**src/rtl/mul_share_ctrl.sv**
```systemverilog
// mul_share_ctrl: one sequential shift-add signed multiplier (one multiplier
// bit per cycle) shared by two requesters through a round-robin arbiter.
//
// Ports:
//   clk, rst                 clock, asynchronous active-high reset
//   req0_valid/a/b/ready     requester 0 valid/ready operand channel
//   req1_valid/a/b/ready     requester 1 valid/ready operand channel
//   rsp_valid/id/p/ready     tagged product channel (id = owning requester)
//   busy                     high whenever the unit is not idle
module mul_share_ctrl #(
    parameter int unsigned WIDTH = 8
) (
    input  logic                 clk,
    input  logic                 rst,
    input  logic                 req0_valid,
    input  logic [WIDTH-1:0]     req0_a,
    input  logic [WIDTH-1:0]     req0_b,
    output logic                 req0_ready,
    input  logic                 req1_valid,
    input  logic [WIDTH-1:0]     req1_a,
    input  logic [WIDTH-1:0]     req1_b,
    output logic                 req1_ready,
    output logic                 rsp_valid,
    output logic                 rsp_id,
    output logic [2*WIDTH-1:0]   rsp_p,
    input  logic                 rsp_ready,
    output logic                 busy
);

    localparam int unsigned PW = 2 * WIDTH;
    localparam int unsigned CW = (WIDTH > 1) ? $clog2(WIDTH) : 1;

    typedef enum logic [1:0] {
        IDLE = 2'd0,
        RUN  = 2'd1,
        DONE = 2'd2
    } state_t;

    state_t           state;
    logic [WIDTH-1:0] ma;
    logic [WIDTH-1:0] mb;
    logic [PW-1:0]    acc;
    logic [CW-1:0]    cnt;
    logic             sign;
    logic             id;
    logic             last;

    logic             gnt_valid;
    logic             gnt_id;
    logic [WIDTH-1:0] sel_a;
    logic [WIDTH-1:0] sel_b;
    logic [PW-1:0]    partial;
    logic [PW-1:0]    acc_step;
    logic [PW-1:0]    acc_neg;

    // Unsigned magnitude; the most-negative value maps to 2^(WIDTH-1).
    function automatic logic [WIDTH-1:0] mag(input logic [WIDTH-1:0] x);
        return x[WIDTH-1] ? WIDTH'(~x + 1'b1) : x;
    endfunction

    // Round-robin arbitration, only while idle; contention goes to !last.
    always_comb begin
        gnt_valid = 1'b0;
        gnt_id    = 1'b0;
        if (state == IDLE) begin
            if (req0_valid && req1_valid) begin
                gnt_valid = 1'b1;
                gnt_id    = ~last;
            end else if (req0_valid) begin
                gnt_valid = 1'b1;
                gnt_id    = 1'b0;
            end else if (req1_valid) begin
                gnt_valid = 1'b1;
                gnt_id    = 1'b1;
            end
        end
    end

    assign req0_ready = gnt_valid && !gnt_id;
    assign req1_ready = gnt_valid && gnt_id;
    assign busy       = (state != IDLE);

    assign sel_a = gnt_id ? req1_a : req0_a;
    assign sel_b = gnt_id ? req1_b : req0_b;

    // One shift-add step and the signed result built from its outcome.
    assign partial  = PW'(ma) << cnt;
    assign acc_step = mb[0] ? PW'(acc + partial) : acc;
    assign acc_neg  = PW'(~acc_step + 1'b1);

    // Control FSM with registered datapath and response outputs.
    always_ff @(posedge clk or posedge rst) begin
        if (rst) begin
            state     <= IDLE;
            ma        <= '0;
            mb        <= '0;
            acc       <= '0;
            cnt       <= '0;
            sign      <= 1'b0;
            id        <= 1'b0;
            last      <= 1'b1;
            rsp_valid <= 1'b0;
            rsp_id    <= 1'b0;
            rsp_p     <= '0;
        end else begin
            case (state)
                IDLE: begin
                    if (gnt_valid) begin
                        ma    <= mag(sel_a);
                        mb    <= mag(sel_b);
                        sign  <= sel_a[WIDTH-1] ^ sel_b[WIDTH-1];
                        id    <= gnt_id;
                        last  <= gnt_id;
                        acc   <= '0;
                        cnt   <= '0;
                        state <= RUN;
                    end
                end
                RUN: begin
                    acc <= acc_step;
                    mb  <= mb >> 1;
                    cnt <= CW'(cnt + 1'b1);
                    // Last multiplier bit (MSB of the magnitude) processed here.
                    if (cnt == CW'(WIDTH - 1)) begin
                        rsp_p     <= sign ? acc_neg : acc_step;
                        rsp_id    <= id;
                        rsp_valid <= 1'b1;
                        state     <= DONE;
                    end
                end
                DONE: begin
                    if (rsp_valid && rsp_ready) begin
                        rsp_valid <= 1'b0;
                        state     <= IDLE;
                    end
                end
                default: state <= IDLE;
            endcase
        end
    end

endmodule

```
**config.mk**
```make
export PLATFORM = sky130hd
export DESIGN_NAME = mul_share_ctrl
export DESIGN_NICKNAME = d
export VERILOG_FILES = /design/src/rtl/mul_share_ctrl.sv
export SDC_FILE = /design/constraint.sdc
export NUM_CORES = 1
export LEC_CHECK = 0
export BUFFER_PORTS_ARGS = -buffer_cell sky130_fd_sc_hd__buf_2
export CORE_MARGIN = 2
export CORE_UTILIZATION = 53
export DETAILED_ROUTE_END_ITERATION = 16
export HOLD_SLACK_MARGIN = 0.08
export PLACE_DENSITY = 0.84
export SYNTH_ARGS = -nofsm -noshare
export SYNTH_HDL_FRONTEND = slang
export SYNTH_SLANG_ARGS = --single-unit
export TNS_END_PERCENT = 10
```
**constraint.sdc**
```tcl
create_clock -name clk -period 11.2 [get_ports clk]
set_input_delay 1.12 -clock clk [delete_from_list [all_inputs] [get_ports clk]]
set_output_delay 1.12 -clock clk [all_outputs]
set_load 0.03 [all_outputs]
```
==> key figures <==
Floorplanning
  • Die ar.: 9290 µm²
  • I/O pin count: 58
  • Core area: 8260 µm²
  • Site Rows: 33
  • Initial core utilization: 54.8%
  • Chip width: 96.4 µm
  • Die height: 96.4 µm

Clocking
  • Clk sink count: 58
  • Clock Pin Slew Worst Setup and Hold Paths: 80 ps
  • CTS Buf Count: 9
  • Resized cells post-CTS: 0
  • CTS root buf: clkbuf_8
  • Setup bufs post-CTS: 0
  • CTS tree: yes
  • H-tree Lvls: 3
  • Worst-Skew Late Latency: 360 ps
  • Hold-fix buffers at CTS: 0
  • CTS Buffer Depth: 2

Drt
  • Drt first-iter violations: 237
  • DRC: 0
  • Initial DRT Pass Iterations: 5
  • Vias/cell: 6.22
  • Via count: 4334
  • Post-route ant nets: 0
  • Final wirelength: 11100 µm
  • Routed len/inst: 15.9 µm

STA
  • Setup TNS: 0 ps
  • Worst-Margin Slew: 1130 ps
  • Shortest period the worst path allows: 4080 ps
  • Final Setup Violations: 0
  • Final slew viol count: 0
  • Final period util: 36.4%
  • Normalized max-slew margin: 24.6%
  • Max Clock Freq: 245 MHz
  • Final count of hold timing violations: 0
  • Clock Skews: 10.6 ps
  • RSZ-0062 raised after global routing: false

Power and ir drop
  • Max VDD drop: 0.000219 V
  • Power Density: 346 nW/µm²
  • Pleak: 0.00229 µW
  • Net Sw Frac: 52.8%
  • P_sw: 924 µW
  • Clock Power Share: 11.1%
  • Combinational power share: 66.7%
  • P_int: 828 µW
  • Sequential power share: 22.2%

Global route
  • Total GRT Usage: 25.0%
  • First-pass GRT wire length: 18300 µm
  • Grt total ovfl: 0
  • Initial antenna violation count: 0
  • Vias in the first global route: 4007
  • Largest net degree at the start of global routing: 59

Synthesis
  • Synthesized cell area: 4520 µm²
  • Yosys Warn Count: 0
  • Netlist cell types: 73
  • FFs w/ async S/R, synth: 100%
  • Synthesized netlist cell count: 541
  • #FFs+latches synth: 58
  • Syn avg cell area: 8.36 µm²
  • Ys flop type: dfrtp_1
  • Sequential share of the synthesized area: 32.1%
  • Number of enable flip-flop cells after synthesis: 0
  • Syn nets: 599

Placed design
  • Post-DP HPWL: 8070 µm
  • Placer Congestion: 0.956
  • Port buffer count: 57
  • Cell Area, Placed: 4870 µm²

Final layout
  • Area Overhead vs Synth: 12.0%
  • Final nets: 645
  • Share of cells above drive strength 1: 17.9%
  • Post-route cell area: 5060 µm²
  • Antenna fix cells: 0

Critical path
  • WS Path Type: flop to flop
  • Arr. time, crit path: 4280 ps
  • CP Capture Type: flop
  • CP Data Required Time: 11410 ps
  • Crit-path max FO: 12
  • Startpoint Class: flop

Outcome
  • Outcome: complete, no violations

Worst hold path
  • Worst Hold Class: flop to flop

Flow run
  • Max-cap violations: 0
==> through the flow <==
stage | util (%) | instances | hold WS, ps | setup slack [ps] | power [µW]
floorplan | - | 541 | 439 | 7550 | 1280
detailed placement | 59.0 | 681 | 464 | 7170 | 1530
finish | 61.3 | 697 | 479 | 7120 | 1750
global placement | 59.0 | 681 | 461 | 7310 | 1480
global route | 61.3 | 697 | 512 | 6930 | 1900
CTS | 61.3 | 697 | 482 | 7140 | 1740
==> power by group through the flow <==
stage | clock network, µW | registers, µW | logic [µW]
6_report | 195 | 389 | 1170
5_1_grt | 205 | 401 | 1290
4_1_cts | 195 | 386 | 1150
3_5_place_dp | 0 | 390 | 1140
3_3_place_gp | 0 | 385 | 1100
2_1_floorplan | 0 | 404 | 875
==> registers in the layout, summed over array words and instances (netlist names) <==
register,flops
rsp_valid,1
rsp_p,16
cnt,3
mb,8
acc,16
state,2
last,1
sign,1
id,1
ma,8
rsp_id,1
==> path summary, 6_finish.rpt <==
check                            start   endpoint  slack (ps)  cells after the start
worst max-delay path            cnt[0]  rsp_p[14]        7120                     12
worst min-delay path              last       last         480                      2
worst max register to register  cnt[0]  rsp_p[14]        7120                     12
worst min register to register    last       last         480                      2
max in group asynchronous          rst    acc[13]        9710                      3
min in group asynchronous          rst         id        1000                      3
==> cell type report <==
class | instances | area, µm²
Clock buffer | 9 | 124
Tap cell | 105 | 131
Fill cell | 709 | 3190
Timing Repair Buffer | 62 | 323
Sequential cell | 58 | 1450
Multi-Input combinational cell | 443 | 2920
Inverter | 13 | 48.8
Clock inverter | 7 | 68.8
==> synthesized netlist by cell type (6+ instances only) <==
library cell  number  share of area (%)
clkbuf_1          22                1.8
nor2_1            36                3.0
nor3_1            12                1.3
inv_1             12                1.0
mux2_2             6                1.5
o21ai_1            7               0.77
o21ai_0           61                6.7
nand3_1           23                2.5
a21o_1             6                1.0
mux2i_1           25                5.5
ha_1              20                5.5
nand2_1           84                7.0
a22oi_1            8                1.3
xnor2_1           18                3.5
dfrtp_1           57                 32
nand2b_1          11                1.5
xor2_1            10                1.9
a21oi_1           24                2.7
==> kinds of logic (layout without fill, tap and decap cells) <==
kind of cell	Yosys count	count (layout)	share of synthesized area, %
AOI/OAI and AO/OA	164	164	25.0
xor gates and xnor gates	28	28	5.42
and+or+nand+nor	199	199	21.0
muxes	31	31	7.03
buffers and inverters	40	91	3.49
adders and majority gates	21	21	5.98
DFF	58	58	32.1
==> layer usage <==
metal  GRT usage (%)  up-vias  part of all wire [%]  routed length, µm
li1                -     2071                     -                  -
met1            31.8     2029                    43               4770
met2            42.0      205                    49               5400
met3            3.49       29                   5.9                654
met4            11.7        0                   2.5                274
met5               0        -                     0                  0
==> worst max-delay path, cell delays in order (launching register included) <==
cell      delay (ps)
dfrtp_1          620
mux2_2           400
o21ai_0          270
o22ai_1          130
ha_1             390
a21oi_1          400
o211ai_4         190
a2111o_1         420
a311oi_2         350
o31ai_2          140
nor4_2           270
mux2i_1          230
o311ai_1         110
==> cell usage in the layout, fill, tap and decap left out, types with 4 or more instances in the layout <==
master | synthesis | final
clkbuf_8 | 0 | 9
nor3_1 | 12 | 12
and3_1 | 5 | 5
xnor2_1 | 18 | 18
mux2i_1 | 25 | 25
o21ai_0 | 61 | 61
a31oi_1 | 5 | 5
a21oi_1 | 24 | 24
nor2_1 | 36 | 36
o21ai_1 | 7 | 6
a21o_1 | 6 | 6
buf_4 | 1 | 5
buf_2 | 3 | 57
ha_1 | 20 | 20
nand4_1 | 5 | 5
inv_1 | 12 | 11
nand2b_1 | 11 | 11
nand2_1 | 84 | 84
mux2_2 | 6 | 6
a211oi_1 | 5 | 5
dfrtp_1 | 57 | 57
nand3_1 | 23 | 23
xor2_1 | 10 | 10
a22oi_1 | 8 | 8
o211ai_1 | 4 | 4
No activity file was read; power rests on OpenSTA's default activity.
